`config.mk`:
```
export PLATFORM = sky130hd
export DESIGN_NAME = lifo_stack
export DESIGN_NICKNAME = d
export VERILOG_FILES = /design/src/rtl/lifo_stack_pkg.sv /design/src/rtl/lifo_tick_gen.sv /design/src/rtl/lifo_stack.sv
export SDC_FILE = /design/constraint.sdc
export NUM_CORES = 1
export LEC_CHECK = 0
export CORE_ASPECT_RATIO = 1.75
export CORE_MARGIN = 2
export CORE_UTILIZATION = 40
export DETAILED_ROUTE_END_ITERATION = 16
export PLACE_DENSITY_LB_ADDON = 0.08
export SLEW_MARGIN = 5
export SYNTH_ARGS = -nofsm -noshare
export SYNTH_HDL_FRONTEND = slang
export SYNTH_HIERARCHICAL = 1
export SYNTH_SLANG_ARGS = --single-unit
```
`constraint.sdc`:
```
create_clock -name clk -period 4.2 [get_ports clk]
set_input_delay 0.63 -clock clk [delete_from_list [all_inputs] [get_ports clk]]
set_output_delay 0.63 -clock clk [all_outputs]
set_load 0.05 [all_outputs]
```
`src/rtl/lifo_stack_pkg.sv`:
```
// Shared defaults and sizing helpers for the lifo_stack block.
package lifo_stack_pkg;

    localparam int DATA_W_DEF = 8;
    localparam int DEPTH_DEF  = 16;
    localparam int TICK_W_DEF = 25;

    // Occupancy runs 0..depth inclusive, so it needs one more code than an index.
    function automatic int cnt_width(input int depth);
        return $clog2(depth + 1);
    endfunction

endpackage

```
`src/rtl/lifo_tick_gen.sv`:
```
// Free-running divider for the board demo build (LIFO_STACK_TICK_EN):
// ce pulses once every 2^TICK_W clocks, led shows the divider MSB.
module lifo_tick_gen
    import lifo_stack_pkg::*;
#(
    parameter int TICK_W = TICK_W_DEF
) (
    input  logic clk,
    input  logic rst,
    output logic ce,
    output logic led
);

    logic [TICK_W-1:0] tick_cnt;

    always_ff @(posedge clk) begin
        if (rst) begin
            tick_cnt <= '0;
        end else begin
            tick_cnt <= tick_cnt + 1'b1;
        end
    end

    assign ce  = &tick_cnt;
    assign led = tick_cnt[TICK_W-1];

endmodule

```
`src/rtl/lifo_stack.sv`:
```
// Parametrised LIFO stack with registered read port, occupancy and
// overflow/underflow pulses. Define LIFO_STACK_TICK_EN for the slow-tick demo build.
module lifo_stack
    import lifo_stack_pkg::*;
#(
    parameter int DATA_W = DATA_W_DEF,
    parameter int DEPTH  = DEPTH_DEF,
    parameter int TICK_W = TICK_W_DEF,
    localparam int CNT_W = cnt_width(DEPTH)
) (
    input  logic              clk,
    input  logic              rst,
    input  logic              push,
    input  logic              pop,
    input  logic [DATA_W-1:0] din,
    output logic [DATA_W-1:0] dout,
    output logic              dout_valid,
    output logic [CNT_W-1:0]  count,
    output logic              full,
    output logic              empty,
    output logic              overflow,
    output logic              underflow,
    output logic              led
);

    localparam int ADDR_W = $clog2(DEPTH);

    if (DEPTH < 2 || TICK_W < 1) begin : g_param_check
        $error("lifo_stack: DEPTH must be >= 2 and TICK_W >= 1");
    end

    logic ce;

`ifdef LIFO_STACK_TICK_EN
    lifo_tick_gen #(
        .TICK_W (TICK_W)
    ) u_tick_gen (
        .clk (clk),
        .rst (rst),
        .ce  (ce),
        .led (led)
    );
`else
    assign ce  = 1'b1;
    assign led = 1'b0;
`endif

    logic              eff_push;
    logic              eff_pop;
    logic [ADDR_W-1:0] push_idx;
    logic [ADDR_W-1:0] top_idx;
    logic [ADDR_W-1:0] wr_idx;
    logic              wr_en;

    logic [DATA_W-1:0] mem [DEPTH];

    assign eff_push = push & ce;
    assign eff_pop  = pop & ce;

    assign full  = (count == CNT_W'(DEPTH));
    assign empty = (count == '0);

    assign push_idx = ADDR_W'(count);
    assign top_idx  = ADDR_W'(count - 1'b1);

    // A simultaneous push+pop on a non-empty stack overwrites the top in place;
    // on an empty stack it degenerates to a plain push into slot 0.
    assign wr_en  = !rst && eff_push && (eff_pop ? 1'b1 : !full);
    assign wr_idx = (eff_pop && !empty) ? top_idx : push_idx;

    always_ff @(posedge clk) begin
        if (wr_en) begin
            mem[wr_idx] <= din;
        end
    end

    always_ff @(posedge clk) begin
        if (rst) begin
            count      <= '0;
            dout       <= '0;
            dout_valid <= 1'b0;
            overflow   <= 1'b0;
            underflow  <= 1'b0;
        end else begin
            dout_valid <= 1'b0;
            overflow   <= 1'b0;
            underflow  <= 1'b0;
            case ({eff_push, eff_pop})
                2'b10: begin
                    if (full) begin
                        overflow <= 1'b1;
                    end else begin
                        count <= count + 1'b1;
                    end
                end
                2'b01: begin
                    if (empty) begin
                        underflow <= 1'b1;
                    end else begin
                        dout       <= mem[top_idx];
                        dout_valid <= 1'b1;
                        count      <= count - 1'b1;
                    end
                end
                2'b11: begin
                    if (empty) begin
                        underflow <= 1'b1;
                        count     <= CNT_W'(1);
                    end else begin
                        dout       <= mem[top_idx];
                        dout_valid <= 1'b1;
                    end
                end
                default: begin
                end
            endcase
        end
    end

endmodule

```
==> impl_metrics.tcl, run 1 <==
set metrics [dict create \
    via_count 3171 \
    crit_chain "buf_4 -> inv_1 -> ha_1 -> or4b_4 -> inv_1 -> clkdlybuf4s50_1" \
    worst_pin_slew_ns 0.891 \
    cp_common_cell "inv_1" \
    cp_slowest_stage_delay_ns 0.80 \
    synth_nets 365 \
    netlist_top_cells_area "edfxtp_1, mux4_2, dfxtp_1" \
    drc 0 \
    nFillCells 1191 \
    p_leak_nw 2.21 \
    ir_worst_vdd_mv 0.283 \
    yosysSeqAreaShare_pct 70.6 \
    grt_max_degree 49 \
    worst_r2r_startpoint "count[1]" \
    die_w_um 95.8 \
    fp.coreArea_um2 14400 \
    cts_tree "yes" \
    async_reset_ff_share_pct 0 \
    synthCells 350 \
    worstHoldEndpoint "dout[0]" \
    ys.flop_type "edfxtp_1" \
    drive_above_1_share_pct 19.4 \
    critical_path_peak_fanout 13 \
    area_growth_pct 18.3 \
    p_per_area_nw_per_um2 629 \
    antenna_found_initial 0 \
    synthTopCellsByCount "edfxtp_1, mux4_2, nor2_1, a21oi_1, nor2b_1" \
    grt_overflow 0 \
    r2r_end "mem[8][2]" \
    period_minus_slack_ns 3.34 \
    clock_latency_ns 0.42 \
    detail-route-antenna-nets 0 \
    crit_type "reg2out" \
    fin_setup_tns_ns 0 \
    path_delay_family "buffers and inverters" \
    skew_ns 0.0123 \
    wl_per_cell_um 23.2 \
    fp-row-count 58 \
    ctsResizeCount 0 \
    cts_buffers 17 \
    setup_viol 0 \
    ys.warnings.count 6 \
    diodes 0 \
    synth_top_area_share_pct 65.2 \
    cp_slowest_cell "clkdlybuf4s50_1" \
    avgSynthCellArea_um2 16.8 \
    clock_sinks 144 \
    hp-class "reg2reg" \
    synth_edf_count 128 \
    drtIter0Drc 259 \
    cts_max_level 4 \
    drt-pass1-iter-count 5 \
    grt_pass1_wl_mm 20.0 \
    hold-path-cell-count 2 \
    synth_area_leader_cell "edfxtp_1" \
    hp-start "dout[0]" \
    cp.required_ns 3.57 \
    synth.ff_latch_count 144 \
    ys_types 45 \
    cts_buffer_depth 2 \
    crit_path_start_kind "register" \
    timing.hold.ws_ns 0.499 \
    synth_area_um2 5890 \
    status "complete, no violations" \
    crit_path_end_kind "primary output" \
    fin_crit_sh_pct 79.5 \
    viasPerCell 5.51 \
    postCtsHoldBufs 0 \
    track_usage_pct 18.4 \
    max_freq_mhz 299 \
    path_clk_slew_ns 0.06 \
    grt_pass1_vias 3218 \
    nNetsFinal 398 \
    rrSetupSlack_ns 1.16 \
    start_util_pct 41.0 \
    post-dp-hpwl_mm 9.28 \
    clockRootBuffer "clkbuf_16" \
    routed_wirelength_mm 13.4 \
    die_area_um2 15800 \
    die_h_um 165 \
    synth.most_common_cell "edfxtp_1" \
    ff2ff_path_depth 8 \
    post-cts-setup-buffers 0 \
    cp_num_buf_inv 4 \
    slew_violations 0 \
    boundaryPins 31 \
    finalHoldViolations 0 \
    port_buffers 29 \
    arrival_ns 2.71 \
    place.gp.congestion 0.830 \
    drv_cap 0 \
    relSlewSlack_pct 40.4 \
    rsz0062_at_grt "no" \
]
==> worst max-delay path by stage <==
stage             start          to  cells past startpoint
4_1_cts        count[1]       empty                      6
3_3_place_gp        pop  mem[10][5]                      6
3_5_place_dp        pop  mem[10][1]                      6
2_1_floorplan  count[0]  mem[10][0]                     10
5_1_grt        count[1]       empty                      6
6_report       count[1]       empty                      6
==> routing by layer <==
layer / track usage, % / part of all wire, %
met1: 21.3 / 39
met2: 31.3 / 54
met3: 3.70 / 3.4
met4: 10.3 / 4.1
met5: 0 / 0
==> logic make-up (layout without fill, tap and decap cells) <==
kind of cell	count (synthesis)	count (layout)	synth area share, %
other	1	1	0.0636
and+or+nand+nor	83	83	7.28
buffers and inverters	25	71	2.02
adders and majority gates	3	3	0.637
DFF	144	144	70.6
AOI/OAI and AO/OA	59	59	6.58
muxes	33	33	12.5
xor gates and xnor gates	2	2	0.297
==> registers in the layout, indices dropped and copies added, names as in the netlist <==
signal,cells
dout,8
dout_valid,1
overflow,1
mem,128
count,5
underflow,1
==> stage by stage <==
stage               util (%)  instances  instance area (µm²)  setup WS [ns]  power [W]
floorplan                  -        350                 5890          0.740    0.00252
detailed placement      44.2        544                 6350          0.922    0.00290
global route            48.5        576                 6970          0.769    0.00456
global placement        44.2        544                 6350           1.01    0.00289
finish                  48.5        576                 6970          0.859    0.00439
CTS                     48.5        576                 6970          0.839    0.00443
==> layout by cell type, fill, tap and decap left out, drive strengths merged, types with 3 or more instances in the layout <==
cell type and instances:
nor2 32, nor3 7, clkdlybuf4s50 29, clkinv 5, clkbuf 23, dfxtp 16
nor2b 19, buf 5, inv 9, edfxtp 128, mux4 32, ha 3
a21oi 26, o21ai 8, nand2 11, a311oi 10, a31oi 6
==> worst register-to-register path: stages, from the launching register on <==
cell,delay (ns)
dfxtp_1,0.29
buf_4,0.17
inv_1,0.17
ha_1,0.26
or4b_4,0.53
and2_4,0.26
nor3_1,0.15
a31oi_1,0.16
nor2_1,0.68
==> power by group <==
group	leakage (nW)	switching [W]	internal [W]	total (W)
clock	0.308	0.000606	0.000930	0.00154
combinational	0.620	0.000726	0.000442	0.00117
sequential	1.28	0.0000410	0.00164	0.00168
total	2.21	0.00137	0.00301	0.00439
==> layout make-up <==
cell class	instances	area (µm²)	area share [%]
Clock buffer	23	543	7.79
Sequential cell	144	4170	59.7
Tap cell	180	225	3.23
Multi-Input combinational cell	181	1610	23.1
Inverter	5	18.8	0.269
Timing Repair Buffer	34	328	4.70
Clock inverter	9	81.3	1.17
Power figures use the tool's default switching activity.
==> run 2: changes to the inputs <==
==> constraint.sdc (replaced) <==
create_clock -name clk -period 3 [get_ports clk]
set_input_delay 0.45 -clock clk [delete_from_list [all_inputs] [get_ports clk]]
set_output_delay 0.45 -clock clk [all_outputs]
set_load 0.05 [all_outputs]
==> impl_metrics.tcl, run 2 (same netlist as run 1, synthesis figures left out) <==
set metrics [dict create \
    drive_above_1_share_pct 26.0 \
    rsz0062_at_grt "no" \
    dp_cells 555 \
    die_w_um 95.8 \
    slew_violations 0 \
    multi_input_area_um2 1670 \
    regArea_um2 4170 \
    cp_num_buf_inv 2 \
    utilization_pct 49.6 \
    crit_path_end_kind "primary output" \
    grt_overflow 0 \
    worst_pin_slew_ns 0.923 \
    status "complete, no violations" \
    antenna_found_initial 0 \
    path_clk_slew_ns 0.06 \
    grt_pass1_wl_mm 20.3 \
    crit_chain "buf_4 -> clkdlybuf4s50_1" \
    boundaryPins 31 \
    clock_sinks 144 \
    nFillCells 1202 \
    drv_cap 0 \
    largest_register "mem" \
    grt_pass1_vias 3400 \
    die_h_um 165 \
    cts_buffers 17 \
    area_growth_pct 20.9 \
    ctsResizeCount 0 \
    die_area_um2 15800 \
    final_cell_mix "edfxtp_1, mux4_2, clkdlybuf4s50_1, a21oi_1, nor2b_1" \
    p_per_area_nw_per_um2 886 \
    crit_type "reg2out" \
    timing.hold.ws_ns 0.502 \
    port_buffers 29 \
    fp.coreArea_um2 14400 \
    layout_commonest_cell "edfxtp_1" \
    post-cts-setup-buffers 0 \
    drt-pass1-iter-count 5 \
    drtIter0Drc 249 \
    finalNonFillerCells 587 \
    critical_path_peak_fanout 48 \
    arrival_ns 2.31 \
    hp-class "reg2reg" \
    diodes 0 \
    via_count 3187 \
    relSlewSlack_pct 38.2 \
    postCtsHoldBufs 0 \
    largest_reg_flops 128 \
    start_util_pct 41.0 \
    max_freq_mhz 362 \
    p_leak_nw 2.26 \
    clock_latency_ns 0.42 \
    cts_max_level 4 \
    crit_path_start_kind "register" \
    track_usage_pct 18.3 \
    nNetsFinal 409 \
    clockRootBuffer "clkbuf_16" \
    viasPerCell 5.43 \
    fp-row-count 58 \
    drc 0 \
    cp_slowest_stage_delay_ns 0.95 \
    path_delay_family "buffers and inverters" \
    cp.required_ns 2.55 \
    cts_tree "yes" \
    detail-route-antenna-nets 0 \
    cp_slowest_cell "clkdlybuf4s50_1" \
    routed_wirelength_mm 12.9 \
    wl_per_cell_um 22.0 \
    post-dp-hpwl_mm 9.15 \
    fin_crit_sh_pct 92.2 \
    skew_ns 0.0131 \
    reg_top3 "mem (128), dout (8), count (5)" \
    period_minus_slack_ns 2.76 \
    setup_viol 0 \
    finalPower_w 0.00631 \
    place.gp.congestion 0.817 \
    cts_buffer_depth 2 \
    grt_max_degree 49 \
    finalHoldViolations 0 \
    ir_worst_vdd_mv 0.401 \
]
-- run 2: cell count changes in the layout (fill, tap and decap cells not counted), sizes merged --
cell           change
inv                -1
clkinvlp           +2
bufinv             +4
buf               +13
clkdlybuf4s50      -2
clkbuf             -5
-- run 2: final timing paths --
check,start,slack [ns],cells past startpoint,endpoint
setup / recovery,count[0],0.24,2,count[0]
hold / removal,dout[4],0.50,2,dout[4]
setup reg to reg,count[0],0.30,7,mem[14][0]
hold reg to reg,dout[4],0.50,2,dout[4]
-- run 2: routing by layer --
metal / vias up / GRT usage (%) / part of all wire, %
met5: - / 0 / 0
met2: 76 / 31.6 / 54
met3: 23 / 4.01 / 2.9
met1: 1608 / 21.2 / 39
li1: 1480 / - / -
met4: 0 / 9.09 / 4.0
-- run 2: worst min-delay path, delay by kind of cell (launching register included) --
kind	cells	cell delay (ns)
AND/OR/NAND/NOR	1	0.09
AO/OA/AOI/OAI	1	0.05
flip-flops	1	0.31
-- run 2: final cells by class --
cell class	count	area share [%]
inverters	5	0.263
flip-flops and latches	144	58.5
repair buffers	45	5.69
multi-input cells	181	23.5
well taps	180	3.16
clock buffers	18	6.02
clock inverters	14	2.90
-- run 2: per-stage QoR --
stage / instance area (µm²) / setup slack, ns / TNS (ns)
final: 7120 / 0.235 / 0
after global routing: 7120 / 0.0818 / 0
after CTS: 7120 / 0.155 / 0
after detailed placement: 6490 / 0.327 / 0
after global placement: 6490 / 0.361 / 0
after floorplan: 5960 / -0.00133 / -0.0318
-- run 2: power by group --
group          internal, W  switching, W  total (W)
sequential         0.00230     0.0000393    0.00234
combinational     0.000667       0.00107    0.00173
clock              0.00141      0.000830    0.00224
total              0.00438       0.00194    0.00631
==> run 3: changes to the inputs <==
--- a/config.mk
+++ b/config.mk
@@ -5,6 +5,7 @@
 export SDC_FILE = /design/constraint.sdc
 export NUM_CORES = 1
 export LEC_CHECK = 0
+export ABC_AREA = 0
 export CORE_ASPECT_RATIO = 1.75
 export CORE_MARGIN = 2
 export CORE_UTILIZATION = 40
==> results of run 3 <==
The final DEF is identical to that of run 2; final timing and power are the same.
